**config.mk**
```make
export PLATFORM = sky130hd
export DESIGN_NAME = edge_event_arbiter
export DESIGN_NICKNAME = d
export VERILOG_FILES = /design/src/rtl/edge_evt_pkg.sv /design/src/rtl/edge_event_arbiter_rise_detect.sv /design/src/rtl/edge_event_arbiter.sv
export SDC_FILE = /design/constraint.sdc
export NUM_CORES = 1
export LEC_CHECK = 0
export BUFFER_PORTS_ARGS = -buffer_cell sky130_fd_sc_hd__buf_2
export CORE_MARGIN = 2
export CORE_UTILIZATION = 52
export DETAILED_ROUTE_END_ITERATION = 7
export PLACE_DENSITY_LB_ADDON = 0.3
export SYNTH_ARGS = -nofsm -noshare
export SYNTH_HDL_FRONTEND = slang
export SYNTH_SLANG_ARGS = --single-unit
```
**constraint.sdc**
```tcl
create_clock -name clk -period 2.9 [get_ports clk]
set_clock_uncertainty 0.05 [all_clocks]
set_input_delay 0.29 -clock clk [delete_from_list [all_inputs] [get_ports clk]]
set_output_delay 0.29 -clock clk [all_outputs]
set_load 0.05 [all_outputs]
```
**src/rtl/edge_evt_pkg.sv**
```systemverilog
// Shared types and helpers for the edge event arbiter: FSM states,
// round-robin grant search and saturating addition.
package edge_evt_pkg;

  localparam int MAX_CH = 16;
  localparam int IDX_W  = 4;

  typedef enum logic {ST_IDLE, ST_OFFER} state_t;

  typedef struct packed {
    logic             found;
    logic [IDX_W-1:0] idx;
  } grant_t;

  // Scan from the farthest candidate back to the nearest so the nearest set bit wins.
  function automatic grant_t rr_next(input logic [MAX_CH-1:0] pend,
                                     input logic [IDX_W-1:0]  last,
                                     input int                n_ch);
    grant_t g;
    int     idx;
    g.found = 1'b0;
    g.idx   = '0;
    for (int k = MAX_CH; k >= 1; k--) begin
      if (k <= n_ch) begin
        idx = (int'(last) + k) % n_ch;
        if (pend[idx[IDX_W-1:0]]) begin
          g.found = 1'b1;
          g.idx   = idx[IDX_W-1:0];
        end
      end
    end
    return g;
  endfunction

  function automatic logic [31:0] sat_add(input logic [31:0] a,
                                          input logic [31:0] b,
                                          input logic [31:0] max);
    logic [32:0] s;
    s = {1'b0, a} + {1'b0, b};
    return (s > {1'b0, max}) ? max : s[31:0];
  endfunction

endpackage

```
**src/rtl/edge_event_arbiter_rise_detect.sv**
```systemverilog
// Per-bit rising-edge detector; the previous-sample register updates every cycle.
module rise_detect #(
  parameter int W = 4
) (
  input  logic         clk,
  input  logic         rstb,
  input  logic [W-1:0] strobe,
  output logic [W-1:0] rise
);

  logic [W-1:0] prev_strobe;

  always_ff @(posedge clk or negedge rstb) begin
    if (!rstb) prev_strobe <= '0;
    else       prev_strobe <= strobe;
  end

  assign rise = strobe & ~prev_strobe;

endmodule

```
**src/rtl/edge_event_arbiter.sv**
```systemverilog
// Captures strobe rising edges into per-channel pending flags and serves them
// round-robin on a single valid/ready port, counting lost events.
module edge_event_arbiter
  import edge_evt_pkg::*;
#(
  parameter  int N_CH  = 4,
  parameter  int CNT_W = 8,
  localparam int CH_W  = (N_CH > 1) ? $clog2(N_CH) : 1
) (
  input  logic             clk,
  input  logic             rstb,
  input  logic             en,
  input  logic [N_CH-1:0]  strobe,
  input  logic             clr_drop,
  output logic             evt_valid,
  input  logic             evt_ready,
  output logic [CH_W-1:0]  evt_ch,
  output logic [N_CH-1:0]  pending,
  output logic [CNT_W-1:0] drop_cnt
);

  localparam logic [31:0] CNT_MAX = (32'd1 << CNT_W) - 32'd1;

  logic [N_CH-1:0]   rise;
  logic [N_CH-1:0]   cap;
  logic [N_CH-1:0]   clear;
  logic [N_CH-1:0]   drop;
  logic [MAX_CH-1:0] pend_ext;
  logic [31:0]       drop_sum;
  logic              accept;
  grant_t            grant;
  state_t            state;
  logic [CH_W-1:0]   last_grant;

  rise_detect #(.W(N_CH)) u_rise (
    .clk    (clk),
    .rstb   (rstb),
    .strobe (strobe),
    .rise   (rise)
  );

  assign accept = evt_valid & evt_ready;

  // A capture coinciding with its own channel's accept is a fresh event, not a drop.
  for (genvar gi = 0; gi < N_CH; gi++) begin : g_ch
    assign cap[gi]   = rise[gi] & en;
    assign clear[gi] = accept & (evt_ch == CH_W'(gi));
    assign drop[gi]  = cap[gi] & pending[gi] & ~clear[gi];
  end

  always_comb begin
    pend_ext              = '0;
    pend_ext[N_CH-1:0]    = pending;
    grant                 = rr_next(pend_ext, IDX_W'(last_grant), N_CH);
    drop_sum              = sat_add(32'(drop_cnt), 32'($countones(drop)), CNT_MAX);
  end

  always_ff @(posedge clk or negedge rstb) begin
    if (!rstb) begin
      pending  <= '0;
      drop_cnt <= '0;
    end else begin
      pending  <= cap | (pending & ~clear);
      drop_cnt <= clr_drop ? '0 : CNT_W'(drop_sum);
    end
  end

  always_ff @(posedge clk or negedge rstb) begin
    if (!rstb) begin
      state      <= ST_IDLE;
      evt_valid  <= 1'b0;
      evt_ch     <= '0;
      last_grant <= CH_W'(N_CH - 1);
    end else begin
      case (state)
        ST_IDLE: begin
          if (grant.found) begin
            evt_ch    <= CH_W'(grant.idx);
            evt_valid <= 1'b1;
            state     <= ST_OFFER;
          end
        end
        ST_OFFER: begin
          if (evt_ready) begin
            last_grant <= evt_ch;
            evt_valid  <= 1'b0;
            state      <= ST_IDLE;
          end
        end
        default: state <= ST_IDLE;
      endcase
    end
  end

endmodule

```
==> metrics.md, run 1 <==
| Metric | Value |
|---|---|
| Commonest cells post-synth | `20 x dfrtp_1, 8 x a21oi_1, 7 x o21ai_0` |
| Syn nets | `approximately 120` |
| Asr flop ratio synth | `1.00` |
| CTS root buffer | `clkbuf_4` |
| GPL Wtd Cong | `0.782` |
| Post-CTS Resized | `0` |
| Standard-cell row count | `16` |
| Drt wl/cell | `between 10 and 15 um` |
| Setup WS pre-CTS | `around 0.17 ns` |
| Core Util, Final | `0.652` |
| Initial drt markers | `11` |
| DRT Pass-1 Iters | `4` |
| Top cells by area, synth | `dfrtp_1 44%, fa_1 5.3%, dfstp_2 4.7%` |
| Via/cell ratio | `5.67` |
| Worst Setup EP | `drop_cnt[0]` |
| First-pass GRT wire length | `~3.9 mm` |
| Hpwl dp | `around 1.7 mm` |
| Period utilization | `0.928` |
| Status | `complete, no violations` |
| Critical path depth | `8` |
| Top_reg_cell synth | `dfrtp_1` |
| Core ar. | `between 0.002 and 0.0025 mm^2` |
| Tot GR Track Use | `0.201` |
| Final setup violation count | `0` |
| Syn Std Cell Area | `about 0.0011 mm^2` |
| Max VDD drop | `~570 uV` |
| Vias in the first global route | `915` |
| Post-synthesis xor/xnor area fraction | `0.0156` |
| Highest-delay cell along the critical path | `fa_1` |
| Number of hold violations in the final report | `0` |
| Worst R2R End | `drop_cnt[0]` |
| CTS HTree Levels | `1` |
| Sequential power share | `0.434` |
| Mux cell area share after synthesis | `0.0278` |
| Largest fanout on the critical path | `8` |
| Die ar. | `between 0.002 and 0.003 mm^2` |
| Initial antenna violation count | `0` |
| Net Switching | `between 0.5 and 0.6 mW` |
| Worst Hold Class | `in -> reg` |
| CP Data Required Time | `3.08 ns` |
| Post-DRT Antenna Nets | `0` |
| Initial core utilization | `0.562` |
| Worst Setup Start Kind | `flop` |
| Number of synthesized register bits | `22` |
| Yosys warns | `0` |
| Clock Latency Late Sink | `~0.3 ns` |
| Largest family of logic cells by synthesized area | `compound AO/OA/AOI/OAI gates` |
| Tmin final | `around 2.7 ns` |
| CP Buf/Inv Count | `1` |
| Switching share of power | `0.452` |
| Clock power share | `0.148` |
| Final hold slack | `about 0.052 ns` |
| Synth Area in Adders | `0.0644` |
| Worst-margin pin slew | `0.486 ns` |
| Slack of the critical path | `around 0.21 ns` |
| Clk slew on worst S/H paths | `between 0.1 and 0.15 ns` |
| Crit path from | `evt_ch[1]` |
| Clock sinks | `22` |
| Setup CP Type | `reg -> reg` |
| Synth Area in Compound Gates | `0.184` |
| Die Ht | `about 51 um` |
| Layout cells sized above 1 | `0.341` |
| Simple-gate share of the synthesized area | `0.177` |
| Synth unique cells | `39` |
| Syn-to-layout area delta | `15.9%` |
| Number of synthesized flops with an enable pin | `0` |
| Seq/Total Area, Yosys | `0.491` |
| Most numerous cell in the Yosys netlist | `dfrtp_1` |
| Max Cap Viol | `0` |
| Die width | `a little over 50 um` |
| Rel. slew slack | `0.676` |
| Largest net degree at the start of global routing | `23` |
| CTS tree | `done` |
| Critical R2R Launch | `evt_ch[1]` |
| RSZ-0062 raised after global routing | `no` |
| Leak | `roughly 0.61 nW` |
| CTS Buffer Depth | `2` |
| Nets | `roughly 140` |
| Cell family with the largest share of critical-path delay | `adder cells` |
| Max Clock Freq | `around 370 MHz` |
| Via count | `between 800 and 900` |
| Grt total ovfl | `0` |
| Post-synth top area share | `0.444` |
| CP Capture Type | `flop` |
| Cells after Synth | `approximately 100` |
| WP data arrival | `2.87 ns` |
| Cells after DPL | `151` |
| Top-Level Pins | `24` |
| CP cell instances | `nand3b_1 -> o2111ai_1 -> fa_1 -> fa_1 -> inv_1 -> fa_1 -> nand4_2 -> a21oi_1` |
| Max Slew Vio Count | `0` |
| Port Buffer Count | `23` |
| CP peak stage delay | `between 0.4 and 0.5 ns` |
| Power Density | `roughly 860 mW/mm^2` |
| TritonCTS buffer count | `3` |
| Final Routed Wirelength | `about 2.2 mm` |
| Area leader, netlist | `dfrtp_1` |
| Worst R2R Setup Slack | `0.21 ns` |
| Synth Area per Inst | `10.8 um^2` |
| Ant. Diodes | `0` |
| Logic gate share of total power | `0.418` |
| Cell internal pwr | `roughly 0.62 mW` |
| CP most frequent cell | `fa_1` |
| Reg2reg path depth | `8` |
| Final cell count without fillers | `~160` |
| Post-route DRC | `0` |
| Setup TNS | `0 ns` |
[layout make-up]
class	instances	area [um^2]
Fill cell	173	697
Sequential cell	22	556
Multi-Input combinational cell	72	528
Timing Repair Buffer	24	125
Clock buffer	4	36.3
Tap cell	27	33.8
Inverter	7	26.3
[state kept, by name, indices dropped and copies added (netlist names)]
signal / count
drop_cnt: 8
evt_ch: 2
evt_valid: 1
last_grant: 2
pending: 4
state: 1
u_rise.prev_strobe: 4
[metal layers]
metal  up-vias  share of wire  wire (um)  GRT usage
met1       433           0.42        916      0.233
met2        27           0.53       1150      0.364
li1        423              -          -          -
met3         2          0.042         91     0.0298
met5         -              0          0          0
met4         0          0.011         23     0.0901
[timing repair]
| action | 4_1_cts | 5_1_grt |
|---|---|---|
| hold buffers | 1 | 0 |
| setup buffers | 0 | 0 |
| hold endpoints to repair | 20 | 0 |
[worst min-delay path by stage]
stage                    from                     to  slack [ns]  cells after the start
floorplan                rstb            drop_cnt[0]       -0.06                      0
global placement         rstb             pending[2]        0.23                      1
detailed placement       rstb              evt_ch[0]        0.22                      1
CTS                 strobe[3]  u_rise.prev_strobe[3]        0.05                      1
global route        strobe[3]  u_rise.prev_strobe[3]        0.03                      1
finish              strobe[3]  u_rise.prev_strobe[3]        0.05                      1
[cells by family after synthesis]
family                     after synthesis
and+or+nand+nor                         32
AOI/OAI and AO/OA                       31
DFF                                     22
buffers and inverters                   10
adders and majority gates                4
muxes                                    3
xor gates and xnor gates                 2
[stage by stage]
| step | instance area (um^2) | power [mW] |
|---|---|---|
| floorplan | 1130 | 0.838 |
| global placement | 1260 | 0.953 |
| detailed placement | 1260 | 0.964 |
| CTS | 1310 | 1.13 |
| global route | 1310 | 1.19 |
| finish | 1310 | 1.12 |
[power by group through the flow]
| stage | combinational [mW] | sequential (mW) | clock (mW) |
|---|---|---|---|
| after global routing | 0.512 | 0.504 | 0.179 |
| after floorplan | 0.179 | 0.659 | 0 |
| after global placement | 0.464 | 0.489 | 0 |
| final | 0.470 | 0.487 | 0.167 |
| after CTS | 0.475 | 0.487 | 0.167 |
| after detailed placement | 0.470 | 0.494 | 0 |
[placed cells by master, fill, tap and decap left out, types with 4 or more instances in the layout]
cell / Yosys / layout
inv_1: 6 / 6
a21oi_1: 8 / 8
dfrtp_1: 20 / 18
nor2_1: 4 / 4
buf_2: 0 / 23
o21ai_0: 7 / 7
nand2_1: 6 / 6
Power figures use the tool's default switching activity.
==> inputs of run 2 (changes only) <==
CELL_PAD_IN_SITES_DETAIL_PLACEMENT = 0   (was default)
CELL_PAD_IN_SITES_GLOBAL_PLACEMENT = 2   (was default)
CORE_UTILIZATION = 33   (was 52)
==> run 2 against run 1 <==
Effect of this change: worst hold slack gained 0.0061 ns; cell area grew 1.2%; non-clock buffer count is the same; largest cell class unchanged; highest routed layer unchanged.
==> metrics.md, run 2 (synthesized netlist as in run 1, its figures left out) <==
| Metric | Value |
|---|---|
| Worst R2R End | `drop_cnt[0] (unchanged)` |
| Grt total ovfl | `0 (unchanged)` |
| Hpwl dp | `1.80 mm (was 1.72 mm)` |
| Net Switching | `0.516 mW (was 0.508 mW)` |
| Max Slew Vio Count | `0 (unchanged)` |
| Initial antenna violation count | `0 (unchanged)` |
| Via count | `869 (was 885)` |
| Max VDD drop | `230 uV (was 573 uV)` |
| Clock Latency Late Sink | `0.30 ns (about the same)` |
| Port Buffer Count | `23 (unchanged)` |
| Die Ht | `62.4 um (was 50.5 um)` |
| Clk slew on worst S/H paths | `0.12 ns (about the same)` |
| Status | `complete, no violations (unchanged)` |
| CP cell instances | `nand3b_1 -> o2111ai_1 -> fa_1 -> fa_1 -> inv_1 -> fa_2 -> nand4_2 -> a21oi_1 (was nand3b_1 -> o2111ai_1 -> fa_1 -> fa_1 -> inv_1 -> fa_1 -> nand4_2 -> a21oi_1)` |
| CP Buf/Inv Count | `1 (unchanged)` |
| Crit path from | `evt_ch[1] (unchanged)` |
| CP most frequent cell | `fa_1 (unchanged)` |
| Drt wl/cell | `13.3 um (was 14.0 um)` |
| Area of placed instances | `0.00128 mm^2 (was 0.00126 mm^2)` |
| Max Clock Freq | `376 MHz (was 372 MHz)` |
| DRT Pass-1 Iters | `4 (unchanged)` |
| CTS root buffer | `clkbuf_4 (unchanged)` |
| Cell internal pwr | `0.594 mW (was 0.615 mW)` |
| Tmin final | `2.66 ns (was 2.69 ns)` |
| Initial drt markers | `61 (was 11)` |
| Tot GR Track Use | `0.134 (was 0.201)` |
| Area of the multi-input gates | `531 um^2 (was 528 um^2)` |
| Hold Path Stages | `1 (unchanged)` |
| Reg with most FFs | `drop_cnt (unchanged)` |
| Number of hold violations in the final report | `0 (unchanged)` |
| Fill cell count | `344 (was 173)` |
| Critical R2R Launch | `evt_ch[1] (unchanged)` |
| Largest fanout on the critical path | `8 (unchanged)` |
| Logic gate share of total power | `0.427 (was 0.418)` |
| Standard-cell row count | `21 (was 16)` |
| Top-Level Pins | `24 (unchanged)` |
| Worst-margin pin slew | `0.512 ns (was 0.486 ns)` |
| Commonest non-fill, non-tap cells in the layout | `23 x buf_2, 18 x dfrtp_1, 8 x a21oi_1 (unchanged)` |
| Worst Setup EP | `drop_cnt[0] (unchanged)` |
| Core ar. | `0.00331 mm^2 (was 0.00200 mm^2)` |
| Final Routed Wirelength | `2.33 mm (was 2.19 mm)` |
| Clock sinks | `22 (unchanged)` |
| Worst Setup Start Kind | `flop (unchanged)` |
| Clock power share | `0.128 (was 0.148)` |
| Syn-to-layout area delta | `17.3% (was 15.9%)` |
| Leak | `0.599 nW (was 0.608 nW)` |
| Die ar. | `0.00390 mm^2 (was 0.00255 mm^2)` |
| Max reg flops | `8 (unchanged)` |
| Die width | `62.4 um (was 50.5 um)` |
| CP Data Required Time | `3.08 ns (about the same)` |
| Worst R2R Setup Slack | `0.24 ns (was 0.21 ns)` |
| Switching share of power | `0.465 (was 0.452)` |
| CTS HTree Levels | `1 (unchanged)` |
| GPL Wtd Cong | `0.811 (was 0.782)` |
| Setup CP Type | `reg -> reg (unchanged)` |
| Largest regs | `drop_cnt: 8 flops, pending: 4 flops, u_rise.prev_strobe: 4 flops (unchanged)` |
| Post-DRT Antenna Nets | `0 (unchanged)` |
| Final setup violation count | `0 (unchanged)` |
| Period utilization | `0.916 (was 0.928)` |
| Reg2reg path depth | `8 (unchanged)` |
| Post-route DRC | `0 (unchanged)` |
| Ant. Diodes | `0 (unchanged)` |
| CTS tree | `done (unchanged)` |
| Nets | `143 (unchanged)` |
| Power Density | `840 mW/mm^2 (was 861 mW/mm^2)` |
| Max Cap Viol | `0 (unchanged)` |
| Setup bufs post-CTS | `0 (unchanged)` |
| RSZ-0062 raised after global routing | `no (unchanged)` |
| Final instance area | `0.00132 mm^2 (was 0.00131 mm^2)` |
| Setup TNS | `0 ns (unchanged)` |
| Rel. slew slack | `0.659 (was 0.676)` |
| Worst Hold Class | `in -> reg (unchanged)` |
| Highest-delay cell along the critical path | `fa_1 (unchanged)` |
| Core Util, Final | `0.399 (was 0.652)` |
| Sequential power share | `0.445 (was 0.434)` |
| Largest net degree at the start of global routing | `23 (unchanged)` |
| Cell family with the largest share of critical-path delay | `adder cells (unchanged)` |
| First-pass GRT wire length | `4.11 mm (was 3.89 mm)` |
| CP peak stage delay | `0.48 ns (about the same)` |
| Via/cell ratio | `4.97 (was 5.67)` |
| FF+latch area | `556 um^2 (unchanged)` |
| Vias in the first global route | `896 (was 915)` |
| Critical path depth | `8 (unchanged)` |
| Initial core utilization | `0.340 (was 0.562)` |
| CP Capture Type | `flop (unchanged)` |
| CTS Buffer Depth | `2 (unchanged)` |
| WP data arrival | `2.84 ns (was 2.87 ns)` |
| Layout cells sized above 1 | `0.341 (unchanged)` |
| TritonCTS buffer count | `3 (unchanged)` |
| Commonest non-fill, non-tap cell in the layout | `buf_2 (unchanged)` |
[run 2: cell counts in the layout (fill, tap and decap cells not counted)]
Identical to the previous run, type by type.
[run 2: routing by layer]
| layer | track usage | vias to the layer above | part of all wire |
|---|---|---|---|
| met5 | 0 | - | 0 |
| met4 | 0.0667 | 0 | 0.012 |
| met3 | 0.0252 | 2 | 0.033 |
| met2 | 0.228 | 15 | 0.50 |
| met1 | 0.162 | 431 | 0.45 |
| li1 | - | 421 | - |
[run 2: worst min-delay path by stage]
| stage | startpoint | slack (ns) | to |
|---|---|---|---|
| final | strobe[1] | 0.06 | u_rise.prev_strobe[1] |
| after global routing | strobe[3] | 0.03 | u_rise.prev_strobe[3] |
| after CTS | strobe[3] | 0.04 | u_rise.prev_strobe[3] |
| after detailed placement | rstb | 0.24 | u_rise.prev_strobe[0] |
| after global placement | rstb | 0.24 | u_rise.prev_strobe[1] |
| after floorplan | rstb | -0.06 | drop_cnt[0] |
[run 2: cell type report]
type	count	share of cell area
Timing Repair Buffer	24	0.0947
Clock buffer	4	0.0199
Multi-Input combinational cell	72	0.402
Sequential cell	22	0.420
Tap cell	46	0.0436
Inverter	7	0.0199
[run 2: what timing repair did]
action | 4_1_cts | 5_1_grt
hold buffers | 1 | 0
endpoints found under the hold margin | 20 | 0
setup endpoints to repair | 0 | 5
gates resized for setup | 0 | 1
[run 2: per-stage QoR]
step	worst slack (ns)	std cells	power [mW]	hold slack (ns)
finish	0.242	175	1.11	0.0584
global route	0.0256	175	1.19	0.0255
CTS	0.144	175	1.12	0.0376
detailed placement	0.154	170	0.972	0.245
global placement	0.227	170	0.966	0.240
floorplan	0.0865	104	0.838	-0.0556
[run 2: power groups by stage]
stage | sequential [mW] | clock [mW] | combinational [mW]
CTS | 0.491 | 0.153 | 0.478
floorplan | 0.659 | 0 | 0.179
global route | 0.510 | 0.167 | 0.513
finish | 0.494 | 0.143 | 0.473
global placement | 0.495 | 0 | 0.471
detailed placement | 0.499 | 0 | 0.474
==> inputs of run 3 (changes only) <==
CELL_PAD_IN_SITES_DETAIL_PLACEMENT = 1   (was 0)
CELL_PAD_IN_SITES_GLOBAL_PLACEMENT = 1   (was 2)
CORE_UTILIZATION = 41   (was 33)
==> run 3 against run 2 <==
Effect of this change: core utilization up 8.6 points; combinational power about the same; maximum frequency down 1.9%; critical endpoint is now drop_cnt[4]; largest cell class unchanged.
==> metrics.md, run 3 (synthesized netlist as in run 1, its figures left out) <==
| Metric | Value |
|---|---|
| Tot Pwr | `1.11 mW (about the same)` |
| Ant. Diodes | `0 (unchanged)` |
| Setup TNS | `0 ns (unchanged)` |
| TritonCTS buffer count | `3 (unchanged)` |
| Core ar. | `0.00269 mm^2 (was 0.00331 mm^2)` |
| Area of the multi-input gates | `531 um^2 (unchanged)` |
| Core Util, Final | `0.485 (was 0.399)` |
| Commonest non-fill, non-tap cell in the layout | `buf_2 (unchanged)` |
| Die width | `56.4 um (was 62.4 um)` |
| Largest fanout on the critical path | `8 (unchanged)` |
| Tot GR Track Use | `0.177 (was 0.134)` |
| CTS Buffer Depth | `2 (unchanged)` |
| Setup bufs post-CTS | `0 (unchanged)` |
| Initial core utilization | `0.419 (was 0.340)` |
| Critical R2R Launch | `evt_ch[1] (unchanged)` |
| Worst hold start | `strobe[1] (unchanged)` |
| Power Density | `853 mW/mm^2 (was 840 mW/mm^2)` |
| CTS root buffer | `clkbuf_4 (unchanged)` |
| Rel. slew slack | `0.667 (was 0.659)` |
| Vias in the first global route | `916 (was 896)` |
| Clk slew on worst S/H paths | `0.12 ns (about the same)` |
| RSZ-0062 raised after global routing | `no (unchanged)` |
| Post-route DRC | `0 (unchanged)` |
| Clock sinks | `22 (unchanged)` |
| CTS tree | `done (unchanged)` |
| Standard-cell row count | `19 (was 21)` |
| Hold Path Stages | `1 (unchanged)` |
| Via/cell ratio | `5.49 (was 4.97)` |
| Max Clock Freq | `369 MHz (was 376 MHz)` |
| Post-DRT Antenna Nets | `0 (unchanged)` |
| Max Slew Vio Count | `0 (unchanged)` |
| Clock Latency Late Sink | `0.30 ns (about the same)` |
| Worst-margin pin slew | `0.499 ns (was 0.512 ns)` |
| Max Cap Viol | `0 (unchanged)` |
| Status | `complete, no violations (unchanged)` |
| Die ar. | `0.00318 mm^2 (was 0.00390 mm^2)` |
| Largest net degree at the start of global routing | `23 (unchanged)` |
| CP Data Required Time | `3.04 ns (was 3.08 ns)` |
| CP Capture Type | `flop (unchanged)` |
| FF+latch area | `556 um^2 (unchanged)` |
| Final instance area | `0.00130 mm^2 (was 0.00132 mm^2)` |
| Grt total ovfl | `0 (unchanged)` |
| Max VDD drop | `488 uV (was 230 uV)` |
| Final setup violation count | `0 (unchanged)` |
| Initial antenna violation count | `0 (unchanged)` |
| GPL Wtd Cong | `0.749 (was 0.811)` |
| Tmin final | `2.71 ns (was 2.66 ns)` |
| Setup CP Type | `reg -> reg (unchanged)` |
| Commonest non-fill, non-tap cells in the layout | `23 x buf_2, 18 x dfrtp_1, 8 x a21oi_1 (unchanged)` |
| Crit path from | `evt_ch[1] (unchanged)` |
| Reg2reg path depth | `9 (was 8)` |
| Hpwl dp | `1.96 mm (was 1.80 mm)` |
| Leak | `0.599 nW (unchanged)` |
| Area of placed instances | `0.00126 mm^2 (was 0.00128 mm^2)` |
| Layout cells sized above 1 | `0.341 (unchanged)` |
| WP data arrival | `2.85 ns (was 2.84 ns)` |
| Worst Setup Start Kind | `flop (unchanged)` |
| DRT Pass-1 Iters | `3 (was 4)` |
| Largest regs | `drop_cnt: 8 flops, pending: 4 flops, u_rise.prev_strobe: 4 flops (unchanged)` |
| Drt wl/cell | `15.6 um (was 13.3 um)` |
| Nets | `143 (unchanged)` |
| Final Routed Wirelength | `2.50 mm (was 2.33 mm)` |
| Number of hold violations in the final report | `0 (unchanged)` |
| Reg with most FFs | `drop_cnt (unchanged)` |
| First-pass GRT wire length | `4.44 mm (was 4.11 mm)` |
| Top-Level Pins | `24 (unchanged)` |
| Via count | `879 (was 869)` |
| Period utilization | `0.935 (was 0.916)` |
| Initial drt markers | `31 (was 61)` |
| Die Ht | `56.4 um (was 62.4 um)` |
| Fill cell count | `316 (was 344)` |
| CTS HTree Levels | `1 (unchanged)` |
| Max reg flops | `8 (unchanged)` |
| Worst Hold Class | `in -> reg (unchanged)` |
| Syn-to-layout area delta | `15.7% (was 17.3%)` |
| Port Buffer Count | `23 (unchanged)` |
==> run 3: cell counts in the layout (fill, tap and decap cells not counted) <==
No cell type changed its count.
==> run 3: final timing paths <==
path,endpoint,slack [ns]
max in group asynchronous,last_grant[0],2.01
worst min-delay path,u_rise.prev_strobe[1],0.06
worst max register to register,drop_cnt[4],0.19
worst max-delay path,drop_cnt[4],0.19
worst min register to register,pending[1],0.49
min in group asynchronous,pending[2],0.42
==> run 3: repair_timing <==
action	CTS	global route
resized for setup	0	1
endpoints found under the hold margin	20	0
endpoints found under the setup margin	0	6
hold buffers	1	0
==> run 3: critical path, stage by stage (launching register included) <==
cell	delay, ns
dfrtp_2	0.45
nand3b_1	0.20
o2111ai_1	0.25
fa_1	0.48
fa_1	0.45
inv_1	0.09
fa_2	0.30
a21oi_1	0.10
a31oi_1	0.16
nor3_1	0.08
==> run 3: where the power goes <==
part | internal [mW] | leakage, nW | switching [mW]
Clock | 0.0535 | 0.0150 | 0.0854
Sequential | 0.386 | 0.263 | 0.110
Combinational | 0.154 | 0.321 | 0.322
Total | 0.593 | 0.599 | 0.517
==> run 3: through the flow <==
stage               hold slack [ns]  std cells  setup WS (ns)
floorplan                   -0.0556        104         0.0865
global placement              0.232        155          0.245
detailed placement            0.230        155          0.124
CTS                          0.0524        160          0.106
global route                 0.0242        160         0.0107
finish                       0.0617        160          0.190
==> run 3: cell type report <==
cell class	instances	share of cell area
clock buffer	4	0.0202
inverter	7	0.0202
multi-input combinational	72	0.407
sequential	22	0.427
tap	31	0.0298
timing repair buffer	24	0.0961
==> run 3: layer usage <==
layer,track usage,wire length [um]
met2,0.321,1320
met4,0.0204,13
met3,0.0438,84
met5,0,0
met1,0.220,1070
